--- src/rtl/ps2_pkg.sv ---
// rtl/ps2_pkg.sv - shared types and constants for the PS/2 key encoder
// Purpose: frame FSM state enum, scan-code prefix and ignore-list constants,
//          ps2_key field offsets and the ignore-list helper.
// Ports:   none (package).
package ps2_pkg;

  typedef enum logic [1:0] {IDLE, DATA, PARITY, STOP} rx_state_e;

  localparam logic [7:0] PFX_E0 = 8'hE0;
  localparam logic [7:0] PFX_F0 = 8'hF0;
  localparam logic [7:0] PFX_E1 = 8'hE1;

  // Keyboard status/response bytes that never carry a key event on their own
  localparam logic [7:0] IGN_ACK    = 8'hFA;
  localparam logic [7:0] IGN_BAT    = 8'hAA;
  localparam logic [7:0] IGN_ECHO   = 8'hEE;
  localparam logic [7:0] IGN_RESEND = 8'hFE;
  localparam logic [7:0] IGN_ERR0   = 8'h00;
  localparam logic [7:0] IGN_ERR1   = 8'hFF;

  localparam int KEY_TOGGLE  = 10;
  localparam int KEY_PRESSED = 9;
  localparam int KEY_EXT     = 8;

  function automatic logic is_ignored(input logic [7:0] b);
    return (b == IGN_ACK) || (b == IGN_BAT) || (b == IGN_ECHO) ||
           (b == IGN_RESEND) || (b == IGN_ERR0) || (b == IGN_ERR1);
  endfunction

endpackage

--- src/rtl/ps2_key_encoder_if.sv ---
// rtl/ps2_key_encoder_if.sv - key event / debug output bundle of the encoder
// Purpose: carries the ps2_key event word and the receiver status outputs.
// Signals: ps2_key[10:0] {toggle, pressed, ext, code}, frame_err pulse,
//          rx_byte[7:0] last good byte, rx_stb pulse on rx_byte update.
// Modports: master = encoder (drives), slave = consumer (key decoder).
interface ps2_key_encoder_if;
  logic [10:0] ps2_key;
  logic        frame_err;
  logic [7:0]  rx_byte;
  logic        rx_stb;

  modport master (output ps2_key, output frame_err, output rx_byte, output rx_stb);
  modport slave  (input  ps2_key, input  frame_err, input  rx_byte, input  rx_stb);
endinterface

--- src/rtl/ps2_frame_rx.sv ---
// rtl/ps2_frame_rx.sv - PS/2 line synchroniser, clock filter and frame receiver
// Purpose: turns the raw asynchronous PS/2 lines into checked bytes.
// Ports:   clk_sys, reset_n (async active-low), ps2_clk_i, ps2_dat_i raw lines;
//          rx_byte_o good byte, rx_stb_o one-cycle byte strobe,
//          frame_err_o one-cycle pulse on parity/start/stop/timeout error.
module ps2_frame_rx
  import ps2_pkg::*;
#(
  parameter int FILTER_LEN  = 8,
  parameter int TIMEOUT_CYC = 4800
) (
  input  logic       clk_sys,
  input  logic       reset_n,
  input  logic       ps2_clk_i,
  input  logic       ps2_dat_i,
  output logic [7:0] rx_byte_o,
  output logic       rx_stb_o,
  output logic       frame_err_o
);

  localparam int FLT_W = $clog2(FILTER_LEN + 1);
  localparam int TMO_W = $clog2(TIMEOUT_CYC + 1);

  logic [1:0]       clk_sync_q, dat_sync_q;
  logic             filt_q, filt_d;
  logic [FLT_W-1:0] flt_cnt_q, flt_cnt_d;
  rx_state_e        state_q, state_d;
  logic [2:0]       bit_cnt_q, bit_cnt_d;
  logic [7:0]       shift_q, shift_d;
  logic             par_q, par_d;
  logic [TMO_W-1:0] tmo_q, tmo_d;
  logic [7:0]       byte_q, byte_d;
  logic             stb_q, stb_d;
  logic             err_q, err_d;

  logic clk_s, dat_s, strobe, timeout;

  assign clk_s = clk_sync_q[1];
  assign dat_s = dat_sync_q[1];

  // Filter: the level follows the synchronised line only after FILTER_LEN
  // consecutive differing samples; a 1->0 change is the bit strobe.
  always_comb begin
    filt_d    = filt_q;
    flt_cnt_d = '0;
    strobe    = 1'b0;
    if (clk_s != filt_q) begin
      if (flt_cnt_q == FLT_W'(FILTER_LEN - 1)) begin
        filt_d = clk_s;
        strobe = filt_q;
      end else begin
        flt_cnt_d = flt_cnt_q + 1'b1;
      end
    end
  end

  assign timeout = (state_q != IDLE) && (tmo_q == TMO_W'(TIMEOUT_CYC - 1));

  always_comb begin
    state_d   = state_q;
    bit_cnt_d = bit_cnt_q;
    shift_d   = shift_q;
    par_d     = par_q;
    byte_d    = byte_q;
    stb_d     = 1'b0;
    err_d     = 1'b0;
    tmo_d     = (state_q == IDLE || strobe) ? '0 : tmo_q + 1'b1;
    if (timeout) begin
      state_d = IDLE;
      err_d   = 1'b1;
    end else if (strobe) begin
      case (state_q)
        IDLE: begin
          if (!dat_s) begin
            state_d   = DATA;
            bit_cnt_d = 3'd0;
          end
        end
        DATA: begin
          shift_d   = {dat_s, shift_q[7:1]};
          bit_cnt_d = bit_cnt_q + 1'b1;
          if (bit_cnt_q == 3'd7) state_d = PARITY;
        end
        PARITY: begin
          par_d   = dat_s;
          state_d = STOP;
        end
        STOP: begin
          if (dat_s && (^{shift_q, par_q})) begin
            byte_d = shift_q;
            stb_d  = 1'b1;
          end else begin
            err_d = 1'b1;
          end
          state_d = IDLE;
        end
        default: state_d = IDLE;
      endcase
    end
  end

  always_ff @(posedge clk_sys or negedge reset_n) begin
    if (!reset_n) begin
      clk_sync_q <= '0;
      dat_sync_q <= '0;
      filt_q     <= 1'b0;
      flt_cnt_q  <= '0;
      state_q    <= IDLE;
      bit_cnt_q  <= '0;
      shift_q    <= '0;
      par_q      <= 1'b0;
      tmo_q      <= '0;
      byte_q     <= '0;
      stb_q      <= 1'b0;
      err_q      <= 1'b0;
    end else begin
      clk_sync_q <= {clk_sync_q[0], ps2_clk_i};
      dat_sync_q <= {dat_sync_q[0], ps2_dat_i};
      filt_q     <= filt_d;
      flt_cnt_q  <= flt_cnt_d;
      state_q    <= state_d;
      bit_cnt_q  <= bit_cnt_d;
      shift_q    <= shift_d;
      par_q      <= par_d;
      tmo_q      <= tmo_d;
      byte_q     <= byte_d;
      stb_q      <= stb_d;
      err_q      <= err_d;
    end
  end

  assign rx_byte_o   = byte_q;
  assign rx_stb_o    = stb_q;
  assign frame_err_o = err_q;

endmodule

--- src/rtl/ps2_key_encoder.sv ---
// rtl/ps2_key_encoder.sv - PS/2 keyboard to ps2_key event word encoder
// Purpose: decodes E0/F0/E1 prefixes from received bytes and maintains the
//          11-bit ps2_key word whose bit 10 toggles once per key event.
// Ports:   clk_sys, reset_n (async active-low), ps2_clk_i, ps2_dat_i raw lines;
//          key_if (master): ps2_key, frame_err, rx_byte, rx_stb.
module ps2_key_encoder
  import ps2_pkg::*;
#(
  parameter int FILTER_LEN  = 8,
  parameter int TIMEOUT_CYC = 4800,
  parameter int PAUSE_SKIP  = 7
) (
  input  logic               clk_sys,
  input  logic               reset_n,
  input  logic               ps2_clk_i,
  input  logic               ps2_dat_i,
  ps2_key_encoder_if.master  key_if
);

  localparam int SKIP_W = $clog2(PAUSE_SKIP + 1);

  logic [7:0]        rx_byte;
  logic              rx_stb, frame_err;
  logic [10:0]       key_q, key_d;
  logic              ext_q, ext_d, rel_q, rel_d;
  logic [SKIP_W-1:0] skip_q, skip_d;

  ps2_frame_rx #(
    .FILTER_LEN  (FILTER_LEN),
    .TIMEOUT_CYC (TIMEOUT_CYC)
  ) u_frame_rx (
    .clk_sys     (clk_sys),
    .reset_n     (reset_n),
    .ps2_clk_i   (ps2_clk_i),
    .ps2_dat_i   (ps2_dat_i),
    .rx_byte_o   (rx_byte),
    .rx_stb_o    (rx_stb),
    .frame_err_o (frame_err)
  );

  always_comb begin
    key_d  = key_q;
    ext_d  = ext_q;
    rel_d  = rel_q;
    skip_d = skip_q;
    if (frame_err) begin
      // A broken frame may have been a prefix; never let it bind to a later code.
      ext_d = 1'b0;
      rel_d = 1'b0;
    end else if (rx_stb) begin
      if (skip_q != '0) begin
        skip_d = skip_q - 1'b1;
      end else if (rx_byte == PFX_E1) begin
        skip_d = SKIP_W'(PAUSE_SKIP);
        ext_d  = 1'b0;
        rel_d  = 1'b0;
      end else if (rx_byte == PFX_E0) begin
        ext_d = 1'b1;
      end else if (rx_byte == PFX_F0) begin
        rel_d = 1'b1;
      end else if (!(is_ignored(rx_byte) && !ext_q && !rel_q)) begin
        key_d[KEY_TOGGLE]  = ~key_q[KEY_TOGGLE];
        key_d[KEY_PRESSED] = ~rel_q;
        key_d[KEY_EXT]     = ext_q;
        key_d[7:0]         = rx_byte;
        ext_d              = 1'b0;
        rel_d              = 1'b0;
      end
    end
  end

  always_ff @(posedge clk_sys or negedge reset_n) begin
    if (!reset_n) begin
      key_q  <= '0;
      ext_q  <= 1'b0;
      rel_q  <= 1'b0;
      skip_q <= '0;
    end else begin
      key_q  <= key_d;
      ext_q  <= ext_d;
      rel_q  <= rel_d;
      skip_q <= skip_d;
    end
  end

  assign key_if.ps2_key   = key_q;
  assign key_if.frame_err = frame_err;
  assign key_if.rx_byte   = rx_byte;
  assign key_if.rx_stb    = rx_stb;

endmodule

--- src/flat_wrapper.sv ---
// flat-port wrapper written by rule: the top's interface ports become plain ports
module ps2_key_encoder_flat import ps2_pkg::*;
#(
  parameter int FILTER_LEN  = 8,
  parameter int TIMEOUT_CYC = 4800,
  parameter int PAUSE_SKIP  = 7
)
  (clk_sys, reset_n, ps2_clk_i, ps2_dat_i, key_if_ps2_key, key_if_frame_err, key_if_rx_byte, key_if_rx_stb);
  ps2_key_encoder_if key_if_i ();
  input  logic clk_sys;
  input  logic reset_n;
  input  logic ps2_clk_i;
  input  logic ps2_dat_i;
  output wire logic [$bits(key_if_i.ps2_key)-1:0] key_if_ps2_key;
  output wire logic [$bits(key_if_i.frame_err)-1:0] key_if_frame_err;
  output wire logic [$bits(key_if_i.rx_byte)-1:0] key_if_rx_byte;
  output wire logic [$bits(key_if_i.rx_stb)-1:0] key_if_rx_stb;
  assign key_if_ps2_key = key_if_i.ps2_key;
  assign key_if_frame_err = key_if_i.frame_err;
  assign key_if_rx_byte = key_if_i.rx_byte;
  assign key_if_rx_stb = key_if_i.rx_stb;
  ps2_key_encoder #(.FILTER_LEN(FILTER_LEN), .TIMEOUT_CYC(TIMEOUT_CYC), .PAUSE_SKIP(PAUSE_SKIP)) u_core (.clk_sys(clk_sys), .reset_n(reset_n), .ps2_clk_i(ps2_clk_i), .ps2_dat_i(ps2_dat_i), .key_if(key_if_i));
endmodule
--- config.mk ---
export PLATFORM = sky130hd
export DESIGN_NAME = ps2_key_encoder_flat
export DESIGN_NICKNAME = d
export VERILOG_FILES = /design/src/rtl/ps2_pkg.sv /design/src/rtl/ps2_key_encoder_if.sv /design/src/rtl/ps2_frame_rx.sv /design/src/rtl/ps2_key_encoder.sv /design/src/flat_wrapper.sv
export SDC_FILE = /design/constraint.sdc
export NUM_CORES = 1
export LEC_CHECK = 0
export BUFFER_PORTS_ARGS = -buffer_cell sky130_fd_sc_hd__buf_4
export CAP_MARGIN = 0
export CORE_ASPECT_RATIO = 1.5
export CORE_MARGIN = 2
export CORE_UTILIZATION = 63
export CTS_CLUSTER_DIAMETER = 60
export DETAILED_ROUTE_END_ITERATION = 16
export PLACE_DENSITY = 0.84
export SLEW_MARGIN = 20
export SYNTH_ARGS = -nofsm -noshare
export SYNTH_HDL_FRONTEND = slang
export SYNTH_SLANG_ARGS = --single-unit
export TNS_END_PERCENT = 1
--- constraint.sdc ---
create_clock -name clk_sys -period 3.85 [get_ports clk_sys]
set_clock_uncertainty 0.15 [all_clocks]
set_input_delay 0.77 -clock clk_sys [delete_from_list [all_inputs] [get_ports clk_sys]]
set_output_delay 0.77 -clock clk_sys [all_outputs]
set_load 0.01 [all_outputs]
### Word-level counts from Yosys, hierarchy flattened

Cells that the tools add are included.

| storage, ports and cells | value |
|---|---|
| flip-flop bits (word level) | 62 |
| input port bits | 4 |
| output and inout bits | 21 |
| word-level logic and storage cells | 118 |

| operators by class | value |
|---|---|
| $add $sub $neg | 4 |
| equal/unequal tests | 23 |
| muxes and demuxes | 35 |
| bitwise operators | 9 |
| reduce and logical (&&, ||, !) cells | 31 |

Operator list:

| cell | number |
|---|---|
| equality test 8 bit (second input constant) | 8 |
| 2-to-1 mux 1 bit | 23 |
| AND reduction 4 bit | 4 |
| adder 13 x 1 -> 13 bit (second input constant) | 1 |
| equality test 13 bit (second input constant) | 1 |
| 2-to-1 mux 13 bit | 1 |
| != test 4 x 2 -> 1 bit (second input constant) | 3 |
| AND reduction 3 bit | 4 |
| nonzero test 2 bit | 5 |
| 2-to-1 mux 3 bit | 3 |
| inverter 1 bit | 9 |
| XOR reduction 9 bit | 1 |
| logical NOT 8 bit | 1 |
| 2-to-1 mux 2 bit | 4 |
| 2-to-1 mux 4 bit | 2 |
| one-hot mux 2 bit (4 select lines) | 1 |
| AND reduction 7 bit | 1 |
| logical OR 1 bit | 6 |
| != test 3 bit (second input constant) | 2 |
| one-hot mux 3 bit (2 select lines) | 1 |
| adder 4 x 1 -> 4 bit (second input constant) | 1 |
| equality test 2 bit (second input constant) | 2 |
| equality test 4 x 3 -> 1 bit (second input constant) | 1 |
| logical AND 1 bit | 4 |
| 11 further kinds | 13 |

### Depth between registers and ports, before layout

Gate-level depths: netlist (run 1).

| depth | value |
|---|---|
| depth in word-level cells | 15 |
| depth in mapped cells | 8 |
| gate-level depth less buffers | 7 |

### Modules after synthesis

Synthesis (run 1) repeated with hierarchy kept, for this count alone.

| unflattened totals | value |
|---|---|
| cell total of the unflattened synthesis | 238 |
| area total of the unflattened synthesis | 2937.8 µm² |

Modules (own cells, without submodules):

| module | instances | cells each | area an instance (µm²) | sequential area each (µm²) |
|---|---|---|---|---|
| ps2_frame_rx | 1 | 171 | 2123.3 | 1151.1 |
| ps2_key_encoder | 1 | 67 | 814.5 | 400.4 |

### Worst setup path after synthesis (run 1)

Ideal clock, no wire load.

| path | value |
|---|---|
| path kind | reg2reg |
| start | reg u_core.u_frame_rx.state_q[0] |
| end | reg u_core.u_frame_rx.byte_q[0], in the netlist u_core.u_frame_rx.rx_byte_o[0] |
| setup time | 0.125 ns |
| data arrival time | 1.917 ns |
| data required time | 3.575 ns |
| path slack | 1.658 ns |
| stages on the path, launching flop included | 9 |
| path buffers | 1 |
| clock period less this slack | 2.192 ns |
| cell sequence | dfrtp_1 inv_1 ha_1 buf_2 nor4b_1 and4_1 nor2_2 nand4_4 mux2_2 |

| between the ends | value |
|---|---|
| longest elaborated chain between the ends | 4 |
| elaborated cells on any way between the ends | 5 |
| classes of those cells | eq/ne (1); bitwise (1); reduce/logical (3) |

Ends and longest elaborated chain:

| what | line | RTL |
|---|---|---|
| start, declared | ps2_frame_rx.sv:27 | `rx_state_e state_q, state_d;` |
| start signal, assigned | ps2_frame_rx.sv:121 | `state_q <= state_d;` |
| nonzero test 2 bit | ps2_frame_rx.sv:57 | `assign timeout = (state_q != IDLE) && (tmo_q == TMO_W'(TIMEOUT_CYC - 1));` |
| logical AND 1 bit | ps2_frame_rx.sv:57 |  |
| inverter 1 bit (no line) | - |  |
| AND reduction 4 bit (no line) (*) | - |  |
| end signal, assigned | ps2_frame_rx.sv:126 | `byte_q <= byte_d;` |
| end, declared | ps2_frame_rx.sv:32 | `logic [7:0] byte_q, byte_d;` |

Mark *: on every way between the ends. The rest lies on a longest branch, timed or not.
A chain may end at the register's enable or synchronous reset.

### Worst setup path after layout (run 1)

| path | value |
|---|---|
| start | reg u_core.u_frame_rx.state_q[0] |
| end | reg u_core.u_frame_rx.shift_q[2] |

| between the ends | value |
|---|---|
| longest elaborated chain between the ends | 4 |
| elaborated cells on any way between the ends | 5 |
| classes of those cells | eq/ne (1); bitwise (1); reduce/logical (3) |

Ends and longest elaborated chain:

| what | line | RTL |
|---|---|---|
| nonzero test 2 bit | ps2_frame_rx.sv:57 |  |
| logical AND 1 bit | ps2_frame_rx.sv:57 |  |
| inverter 1 bit (no line) | - |  |
| AND reduction 3 bit (no line) (*) | - |  |
| end signal, assigned | ps2_frame_rx.sv:123 | `shift_q <= shift_d;` |
| end, declared | ps2_frame_rx.sv:29 | `logic [7:0] shift_q, shift_d;` |

Marked as above.

==> results of run 1 <==
routing by layer:
layer | global-route usage | part of all wire | vias up | routed length (um)
li1 | - | - | 922 | -
met1 | 0.244 | 0.39 | 958 | 1970
met2 | 0.400 | 0.56 | 43 | 2850
met3 | 0.0493 | 0.033 | 9 | 169
met4 | 0.132 | 0.020 | 0 | 104
met5 | 0 | 0 | - | 0
worst max-delay path, stage by stage, from the launching register on:
cell	delay, ns
dfrtp_1	0.40
inv_1	0.09
ha_1	0.30
nor4b_1	0.41
nand4_1	0.35
nand2_2	0.30
mux2_2	0.37
power groups by stage:
stage | logic, mW | clock network (mW) | registers, mW
finish | 0.180 | 0.581 | 0.746
global route | 0.209 | 0.623 | 0.754
CTS | 0.184 | 0.594 | 0.747
detailed placement | 0.181 | 0 | 0.756
global placement | 0.173 | 0 | 0.752
floorplan | 0.139 | 0 | 0.743
state kept, by name, indices dropped and copies added, names as in the netlist:
signal,count
u_core.u_frame_rx.dat_sync_q,2
u_core.u_frame_rx.clk_sync_q,2
u_core.key_if.ps2_key,11
u_core.ext_q,1
u_core.u_frame_rx.tmo_q,13
u_core.u_frame_rx.flt_cnt_q,4
u_core.u_frame_rx.filt_q,1
u_core.u_frame_rx.state_q,2
u_core.u_frame_rx.par_q,1
u_core.skip_q,3
u_core.u_frame_rx.shift_q,8
u_core.u_frame_rx.bit_cnt_q,3
u_core.u_frame_rx.rx_stb_o,1
u_core.u_frame_rx.rx_byte_o,8
u_core.rel_q,1
u_core.u_frame_rx.frame_err_o,1
layout make-up:
cell class | instances | area, um2
Inverter | 9 | 33.8
Tap cell | 48 | 60.1
Clock buffer | 10 | 138
Clock inverter | 6 | 70.1
Sequential cell | 62 | 1550
Timing Repair Buffer | 24 | 180
Fill cell | 313 | 1170
Multi-Input combinational cell | 166 | 1260
final timing paths:
kind,from,endpoint,slack [ns],depth (start not counted)
worst min-delay path,u_core.u_frame_rx.dat_sync_q[0],u_core.u_frame_rx.dat_sync_q[1],0.19,0
min in group asynchronous,reset_n,u_core.key_if.ps2_key[10],0.35,1
worst max-delay path,u_core.u_frame_rx.state_q[0],u_core.u_frame_rx.shift_q[2],1.35,6
worst min register to register,u_core.u_frame_rx.dat_sync_q[0],u_core.u_frame_rx.dat_sync_q[1],0.19,0
worst max register to register,u_core.u_frame_rx.state_q[0],u_core.u_frame_rx.shift_q[2],1.35,6
max in group asynchronous,reset_n,u_core.u_frame_rx.tmo_q[6],2.68,1
layout by cell type (no fill, tap or decap), types with 2 or more instances in the layout:
cell | synthesis | final
dfrtp_1 | 62 | 62
mux2_2 | 26 | 26
buf_4 | 0 | 24
nor2_1 | 20 | 20
nand2_1 | 14 | 14
nand3_1 | 11 | 11
ha_1 | 10 | 10
clkbuf_8 | 0 | 10
inv_1 | 9 | 9
xnor2_1 | 9 | 9
xor2_1 | 8 | 8
nor3_1 | 5 | 5
nand2b_1 | 5 | 5
o21ai_0 | 5 | 5
nor2b_1 | 4 | 4
a21oi_1 | 4 | 4
mux2i_1 | 4 | 4
and4_1 | 3 | 3
and3_1 | 3 | 3
nand4_1 | 3 | 3
a31oi_1 | 3 | 3
clkinvlp_4 | 0 | 3
and2_1 | 2 | 2
or3_1 | 2 | 2
nor4b_1 | 2 | 2
nor3b_1 | 2 | 2
o211ai_1 | 2 | 2
a21o_1 | 2 | 2
cell families (layout without fill, tap and decap cells):
family	Yosys count	after routing
compound gates	24	24
simple gates	83	83
mux	30	30
fa+ha+maj	10	10
buf+inv	14	49
xor+xnor	19	19
flops	62	62
metrics by stage:
stage                     total power, mW  area (um2)  worst slack (ns)  instances
final                                1.51        3290              1.35        325
after global routing                 1.59        3290              1.19        325
after CTS                            1.52        3290              1.38        325
after detailed placement            0.937        3080              1.39        309
after global placement              0.925        3080              1.54        309
after floorplan                     0.881        2870              1.66        242
==> key figures, run 1 <==
Logic synthesis
  • Largest family of logic cells by synthesized area: simple AND/OR/NAND/NOR gates
  • Mapped Area: roughly 0.0029 mm2
  • Syn Area/Cell: 11.8 um2
  • Ys Warns: 0
  • Adder-Cell Fraction of Synth Area: 0.0436
  • Synthesized net count: 256
  • Top post-synthesis cells by area: dfrtp_1 (54%), mux2_2 (10%), ha_1 (4.4%)
  • Yosys reg bits: 62
  • Post-synth ARST share: 1.00
  • Post-synth EDFFs: 0
  • Register area share after synthesis: 0.541
  • Compound-Gate Fraction of Synth Area: 0.0563
  • Post-synth cell types: between 40 and 50
  • Post-Synth XOR/XNOR Area: 0.0655
  • Top_reg_cell synth: dfrtp_1
  • Post-synthesis mux area share: 0.116
  • Synth top cells by count: dfrtp_1 (62), mux2_2 (26), nor2_1 (20)
  • Top-count cell post-synth: dfrtp_1
  • Gate Count Post-Synth: ~240
  • Yosys top cell by area: dfrtp_1
  • Simple-gate share of the synthesized area: 0.158
  • Share of the synthesized area in the top cell type: 0.541

Floorplan
  • Total die area: 0.00512 mm2
  • Core ar.: 0.00447 mm2
  • Initial Utilization: 0.642
  • IO Pins: 25
  • Row count: 30
  • Die H: 86.6 um
  • Die Wd: 59.1 um

Clock network
  • Root Buffer: clkbuf_8
  • CTS tree: built
  • Post-CTS setup buffer count: 0
  • Worst-path clk slew: 0.08 ns
  • Clock buffer depth: 2
  • Post-cts sizing count: 0
  • Clock Sinks: 62
  • Htree depth: 3
  • CTS Buf Count: 9
  • Hold buffers post-CTS: 0
  • Clock latency on the worst-skew pair: approximately 0.34 ns

STA
  • Worst hold slack: 0.191 ns
  • Worst-margin pin slew: 0.770 ns
  • # setup viols final: 0
  • Setup_tns: 0 ns
  • Highest clock rate: 401 MHz
  • Slew headroom: 0.487
  • Fin crit share: 0.648
  • Period minus WS final: 2.50 ns
  • Final Hold Viols: 0
  • RSZ-0062 raised after global routing: false
  • Final slew viol count: 0

Drt
  • Drt total wl: ~5 mm
  • Number of nets with antenna violations after routing: 0
  • Starting DRT DRC Count: 91
  • Wire per inst: 15.7 um
  • Vias per Instance: 5.94
  • Vias: 1932
  • First-pass DRT Iterations: 4
  • DR DRC count: 0

Power and ir drop
  • Worst-case vdd ir drop: 0.438 mV
  • Logic pwr share: 0.120
  • NetSw: 420 uW
  • Cell-internal power: 1.09 mW
  • Switching Share: 0.279
  • Leak: 1.67 nW
  • PwrDens: 458 mW/mm2
  • Sequential power share: 0.495
  • Clock share of power: 0.385

GRT
  • Vias in the first global route: 1911
  • Largest net degree at the start of global routing: 63
  • Total Routing Usage GR: 0.228
  • Grt ovf: 0
  • First-pass GRT wire length: 8.52 mm
  • Initial antenna violation count: 0

Cells and area
  • Ant diodes: 0
  • Synth-to-layout area growth: 14.8%
  • NumNets Final: 286
  • Final core utilization: 0.737
  • Share of layout cells above drive strength 1: 0.253

Outcome
  • Status: completed

Setup path
  • Crit Path Class: flop to flop
  • Startpoint Class: flop
  • Worst Path Required: 3.91 ns
  • Crit-path max FO: 10
  • Crit. End Element: flop
  • WP data arrival: 2.56 ns

Placement
  • RePlAce Congestion: 0.839
  • PortBufs: 24
  • Detail Placement HPWL: 3.53 mm

Run
  • Max-Cap Viols: 0

Min path
  • Hold WC Path Type: flop to flop
Power figures use the tool's default switching activity.
==> run 2: changes to the inputs <==
--- a/config.mk
+++ b/config.mk
@@ -9,10 +9,10 @@
 export CAP_MARGIN = 0
 export CORE_ASPECT_RATIO = 1.5
 export CORE_MARGIN = 2
-export CORE_UTILIZATION = 63
+export CORE_UTILIZATION = 53
 export CTS_CLUSTER_DIAMETER = 60
 export DETAILED_ROUTE_END_ITERATION = 16
-export PLACE_DENSITY = 0.84
+export PLACE_DENSITY = 0.75
 export SLEW_MARGIN = 20
 export SYNTH_ARGS = -nofsm -noshare
 export SYNTH_HDL_FRONTEND = slang
==> constraint.sdc (replaced) <==
create_clock -name clk_sys -period 2.2 [get_ports clk_sys]
set_clock_uncertainty 0.15 [all_clocks]
set_input_delay 0.44 -clock clk_sys [delete_from_list [all_inputs] [get_ports clk_sys]]
set_output_delay 0.44 -clock clk_sys [all_outputs]
set_load 0.01 [all_outputs]
==> key figures, run 2 (synthesis results as in run 1) <==
STA
  • Worst hold slack: around 0.0095 ns
  • Period minus WS final: around 2.1 ns
  • Worst-margin pin slew: 0.769 ns
  • Highest clock rate: 473 MHz
  • Fin crit share: 0.962
  • Setup_tns: 0 ns
  • Final Hold Viols: 0
  • # setup viols final: 0
  • Slew headroom: 0.487
  • Final slew viol count: 0

Cells and area
  • Top reg by flops: u_core.u_frame_rx.tmo_q
  • Ant diodes: 0
  • Most frequent cells in the layout: dfrtp_1 (62), buf_4 (37), mux2_2 (26)
  • NumNets Final: 301
  • Share of layout cells above drive strength 1: 0.295
  • Commonest non-fill, non-tap cell in the layout: dfrtp_1
  • Max reg flops: 13
  • # fillers: 396
  • Synth-to-layout area growth: 22.3%

Placement
  • Detail Placement HPWL: approximately 3.6 mm
  • PortBufs: 24
  • RePlAce Congestion: ~0.87

Clock network
  • Htree depth: 3
  • Root Buffer: clkbuf_8
  • Clock Sinks: 62
  • Clock buffer depth: 2
  • CTS tree: built
  • CTS Buf Count: 9
  • Clock latency on the worst-skew pair: roughly 0.34 ns
  • Worst-path clk slew: approximately 0.070 ns

Floorplan
  • Core ar.: 0.00516 mm2
  • Die Wd: 64.0 um
  • Row count: 32
  • Total die area: 0.00602 mm2
  • Initial Utilization: 0.555
  • IO Pins: 25
  • Die H: 94.1 um

GRT
  • Initial antenna violation count: 0
  • Total Routing Usage GR: 0.197
  • Vias in the first global route: 2004
  • Grt ovf: 0
  • First-pass GRT wire length: 8.94 mm
  • Largest net degree at the start of global routing: 63

Power and ir drop
  • Clock share of power: 0.412
  • Sequential power share: 0.460
  • Leak: about 1.8 nW
  • Cell-internal power: 2.10 mW
  • Worst-case vdd ir drop: between 0.6 and 0.7 mV
  • PwrDens: 803 mW/mm2
  • NetSw: 714 uW
  • Logic pwr share: 0.128
  • Switching Share: 0.254

Setup path
  • Worst Path Required: 2.27 ns
  • Crit-path max FO: 5
  • Worst R2R Start: u_core.u_frame_rx.shift_q[1]
  • Reg2Reg Depth: 5
  • Crit. End Element: flop
  • Worst R2R End: u_core.u_frame_rx.rx_byte_o[0]
  • Worst R2R Setup Slack: 0.08 ns
  • WP data arrival: 2.19 ns
  • Crit Path Class: flop to flop
  • Startpoint Class: flop

Drt
  • Starting DRT DRC Count: 100
  • Drt total wl: approximately 5.4 mm
  • Wire per inst: 14.9 um
  • Vias per Instance: 5.44
  • Number of nets with antenna violations after routing: 0
  • Vias: 1957
  • First-pass DRT Iterations: 4
  • DR DRC count: 0

Run
  • Max-Cap Viols: 0

Min path
  • Hold WC Path Type: input port to async pin

Outcome
  • Status: completed
-- run 2: cell types whose count changed in the layout (fill, tap and decap cells not counted), sizes merged --
cell	delta
buf	+14
bufinv	+1
nand4	+1
clkinvlp	-3
inv	-1
clkbuf	+3
-- run 2: worst max path at each step --
stage / start / endpoint / slack, ns / depth (start not counted)
finish: u_core.u_frame_rx.shift_q[1] / u_core.u_frame_rx.rx_byte_o[0] / 0.08 / 5
global route: u_core.u_frame_rx.rx_byte_o[3] / u_core.key_if.ps2_key[0] / -0.008 / 6
CTS: u_core.u_frame_rx.shift_q[1] / u_core.u_frame_rx.rx_byte_o[6] / 0.05 / 5
detailed placement: u_core.u_frame_rx.state_q[1] / u_core.u_frame_rx.rx_byte_o[6] / 0.01 / 7
global placement: u_core.u_frame_rx.state_q[1] / u_core.u_frame_rx.rx_byte_o[6] / 0.1 / 7
floorplan: u_core.u_frame_rx.state_q[0] / u_core.u_frame_rx.rx_byte_o[0] / 0.008 / 8
-- run 2: per-stage QoR --
stage / setup WS, ns / utilization / power [mW] / area, um2 / std cells
final: 0.0843 / 0.679 / 2.81 / 3510 / 360
after global routing: -0.00792 / 0.679 / 2.94 / 3510 / 360
after CTS: 0.0539 / 0.668 / 2.84 / 3450 / 357
after detailed placement: 0.0136 / 0.622 / 1.67 / 3210 / 341
after global placement: 0.0972 / 0.622 / 1.66 / 3210 / 341
after floorplan: 0.00828 / - / 1.54 / 2870 / 242
-- run 2: layout make-up --
class | count | area [um2] | share of cell area
clock buffer | 13 | 169 | 0.0482
clock inverter | 3 | 65.1 | 0.0186
inverter | 9 | 33.8 | 0.00964
multi-input combinational | 167 | 1300 | 0.372
sequential | 62 | 1550 | 0.443
tap | 68 | 85.1 | 0.0243
timing repair buffer | 38 | 298 | 0.0849
-- run 2: what timing repair did --
action,CTS,global route
pin swaps,0,3
setup endpoints to repair,8,8
hold buffers,0,0
buffers inserted,0,2
resized for setup,1,4
gates cloned,0,1
-- run 2: worst max-delay path, stage by stage (launching register included) --
cell	delay, ns
dfrtp_1	0.41
xor2_1	0.17
xnor3_2	0.49
xnor2_4	0.28
nand4_4	0.17
mux2_2	0.33
-- run 2: layer usage --
layer,track usage,part of all wire,wire length [um],vias to the layer above
met3,0.0456,0.031,167,12
met2,0.358,0.55,2940,38
met1,0.206,0.39,2110,960
met5,0,0,0,-
met4,0.109,0.025,132,0
li1,-,-,-,947
-- run 2: power by group through the flow --
| stage | Clock, mW | Sequential (mW) | Combinational [mW] |
|---|---|---|---|
| 4_1_cts | 1.18 | 1.29 | 0.363 |
| 5_1_grt | 1.23 | 1.30 | 0.414 |
| 3_3_place_gp | 0 | 1.31 | 0.344 |
| 2_1_floorplan | 0 | 1.30 | 0.243 |
| 3_5_place_dp | 0 | 1.31 | 0.357 |
| 6_report | 1.16 | 1.30 | 0.360 |
==> run 3: changes to the inputs <==
--- a/config.mk
+++ b/config.mk
@@ -9,10 +9,10 @@
 export CAP_MARGIN = 0
 export CORE_ASPECT_RATIO = 1.5
 export CORE_MARGIN = 2
-export CORE_UTILIZATION = 53
+export CORE_UTILIZATION = 63
 export CTS_CLUSTER_DIAMETER = 60
 export DETAILED_ROUTE_END_ITERATION = 16
-export PLACE_DENSITY = 0.75
+export PLACE_DENSITY = 0.84
 export SLEW_MARGIN = 20
 export SYNTH_ARGS = -nofsm -noshare
 export SYNTH_HDL_FRONTEND = slang
==> constraint.sdc (replaced) <==
create_clock -name clk_sys -period 2.61 [get_ports clk_sys]
set_clock_uncertainty 0.15 [all_clocks]
set_input_delay 0.522 -clock clk_sys [delete_from_list [all_inputs] [get_ports clk_sys]]
set_output_delay 0.522 -clock clk_sys [all_outputs]
set_load 0.01 [all_outputs]
==> key figures, run 3 (synthesis results as in run 1) <==
Cells and area
  • FF/Latch Area: 0.00155 mm2
  • Synth-to-layout area growth: 15.0%
  • Share of layout cells above drive strength 1: 0.257
  • Ant diodes: 0
  • Most frequent cells in the layout: dfrtp_1 (62), buf_4 (29), mux2_2 (26)
  • Cell area after layout: 0.00330 mm2
  • NumNets Final: 291
  • # fillers: 312
  • Top reg by flops: u_core.u_frame_rx.tmo_q
  • Max reg flops: 13
  • Final core utilization: 0.738
  • Multi-input logic area: 0.00126 mm2
  • Commonest non-fill, non-tap cell in the layout: dfrtp_1

Floorplan
  • Row count: 30
  • Core ar.: 0.00447 mm2
  • Total die area: 0.00512 mm2
  • IO Pins: 25
  • Die H: slightly below 90 um
  • Die Wd: 59.1 um
  • Initial Utilization: 0.642

Clock network
  • CTS tree: built
  • Clock latency on the worst-skew pair: ~0.34 ns
  • Clock buffer depth: 2
  • Htree depth: 3
  • Clock Sinks: 62
  • CTS Buf Count: 9
  • Worst-path clk slew: 0.07 ns
  • Root Buffer: clkbuf_8
  • Post-cts sizing count: 0

Drt
  • DR DRC count: 0
  • DR top layer: met4
  • Starting DRT DRC Count: 58
  • Drt total wl: slightly below 5 mm
  • Routed length on met2: 2.59 mm
  • Vias: 1903
  • First-pass DRT Iterations: 4
  • Vias per Instance: 5.80
  • WL met3: ~200 um
  • Metal-1 WL: 1.98 mm
  • Wire per inst: 15.1 um
  • Number of nets with antenna violations after routing: 0

GRT
  • Grt ovf: 0
  • Vias in the first global route: ~1900
  • Initial antenna violation count: 0
  • Total Routing Usage GR: 0.230
  • Largest net degree at the start of global routing: 63
  • First-pass GRT wire length: between 8 and 9 mm

Min path
  • Hold WC Path Type: input port to async pin

Setup path
  • Crit-path max FO: 9
  • Crit. End Element: flop
  • Crit Path Class: flop to flop
  • CP startpoint: u_core.u_frame_rx.state_q[0]
  • Startpoint Class: flop
  • Worst Path Required: ~2.7 ns
  • WP data arrival: ~2.5 ns
  • Reg2Reg Depth: 7
  • Worst R2R Start: u_core.u_frame_rx.state_q[0]

Power and ir drop
  • Logic pwr share: 0.130
  • Sequential power share: 0.517
  • Cell-internal power: approximately 1.6 mW
  • Tot Pwr: 2.12 mW
  • Leak: between 1.5 and 2 nW
  • PwrDens: 643 mW/mm2
  • Switching Share: 0.268
  • NetSw: 568 uW
  • Worst-case vdd ir drop: 0.469 mV
  • Clock share of power: 0.354

Placement
  • RePlAce Congestion: about 0.84
  • PortBufs: 24
  • Detail Placement HPWL: 3.40 mm
  • Dpl ws: 0.203 ns
  • Placed Instance Area: 0.00311 mm2

STA
  • # setup viols final: 0
  • Slew headroom: 0.511
  • Highest clock rate: 418 MHz
  • Post-route setup slack: 0.217 ns
  • Final Hold Viols: 0
  • RSZ-0062 raised after global routing: false
  • Setup_tns: 0 ns
  • Fin crit share: 0.917
  • Final slew viol count: 0
  • Period minus WS final: 2.39 ns
  • Worst-margin pin slew: 0.734 ns

Outcome
  • Status: completed

Run
  • Max-Cap Viols: 0
## run 3: cell count changes in the layout (fill, tap and decap cells not counted), sizes merged
| cell | previous run | this run |
|---|---|---|
| bufinv | 2 | 0 |
| nand4 | 5 | 4 |
| buf | 38 | 29 |
## run 3: final cells by class
cell class | instances | area share
inverter | 9 | 0.0103
timing repair buffer | 29 | 0.0661
tap | 48 | 0.0182
multi-input combinational | 166 | 0.382
sequential | 62 | 0.471
clock buffer | 13 | 0.0513
clock inverter | 1 | 0.00152
## run 3: final timing paths
path	endpoint	slack, ns
setup / recovery	u_core.u_frame_rx.rx_byte_o[5]	0.22
setup reg to reg	u_core.u_frame_rx.rx_byte_o[5]	0.22
hold / removal	u_core.key_if.ps2_key[0]	0.1
min in group clk_sys	u_core.u_frame_rx.dat_sync_q[0]	0.14
max in group asynchronous	u_core.u_frame_rx.tmo_q[6]	1.73
hold reg to reg	u_core.u_frame_rx.clk_sync_q[1]	0.20
## run 3: routing by layer
| layer | track usage | vias up |
|---|---|---|
| li1 | - | 922 |
| met1 | 0.257 | 919 |
| met4 | 0.169 | 0 |
| met3 | 0.0597 | 18 |
| met2 | 0.370 | 44 |
| met5 | 0 | - |
## run 3: power by group through the flow
stage | Clock (mW) | Sequential, mW | Combinational [mW]
2_1_floorplan | 0 | 1.10 | 0.205
3_3_place_gp | 0 | 1.11 | 0.266
3_5_place_dp | 0 | 1.11 | 0.275
4_1_cts | 0.766 | 1.09 | 0.279
5_1_grt | 0.803 | 1.11 | 0.317
6_report | 0.749 | 1.09 | 0.275
## run 3: what timing repair did
item | in CTS | in global routing
buffers inserted | 0 | 2
hold buffers | 0 | 0
endpoints found under the setup margin | 0 | 9
## run 3: per-stage QoR
stage          std cells  hold slack (ns)
6_report             328           0.0996
5_1_grt              328            0.126
4_1_cts              326            0.120
3_5_place_dp         312            0.185
3_3_place_gp         312            0.183
2_1_floorplan        242           0.0764
## run 3: critical path, stage by stage (launching register included)
cell	delay, ns
dfrtp_1	0.39
inv_1	0.09
ha_1	0.23
nor4b_1	0.45
and4_1	0.35
nor2_2	0.11
nand4_4	0.17
mux2_2	0.35
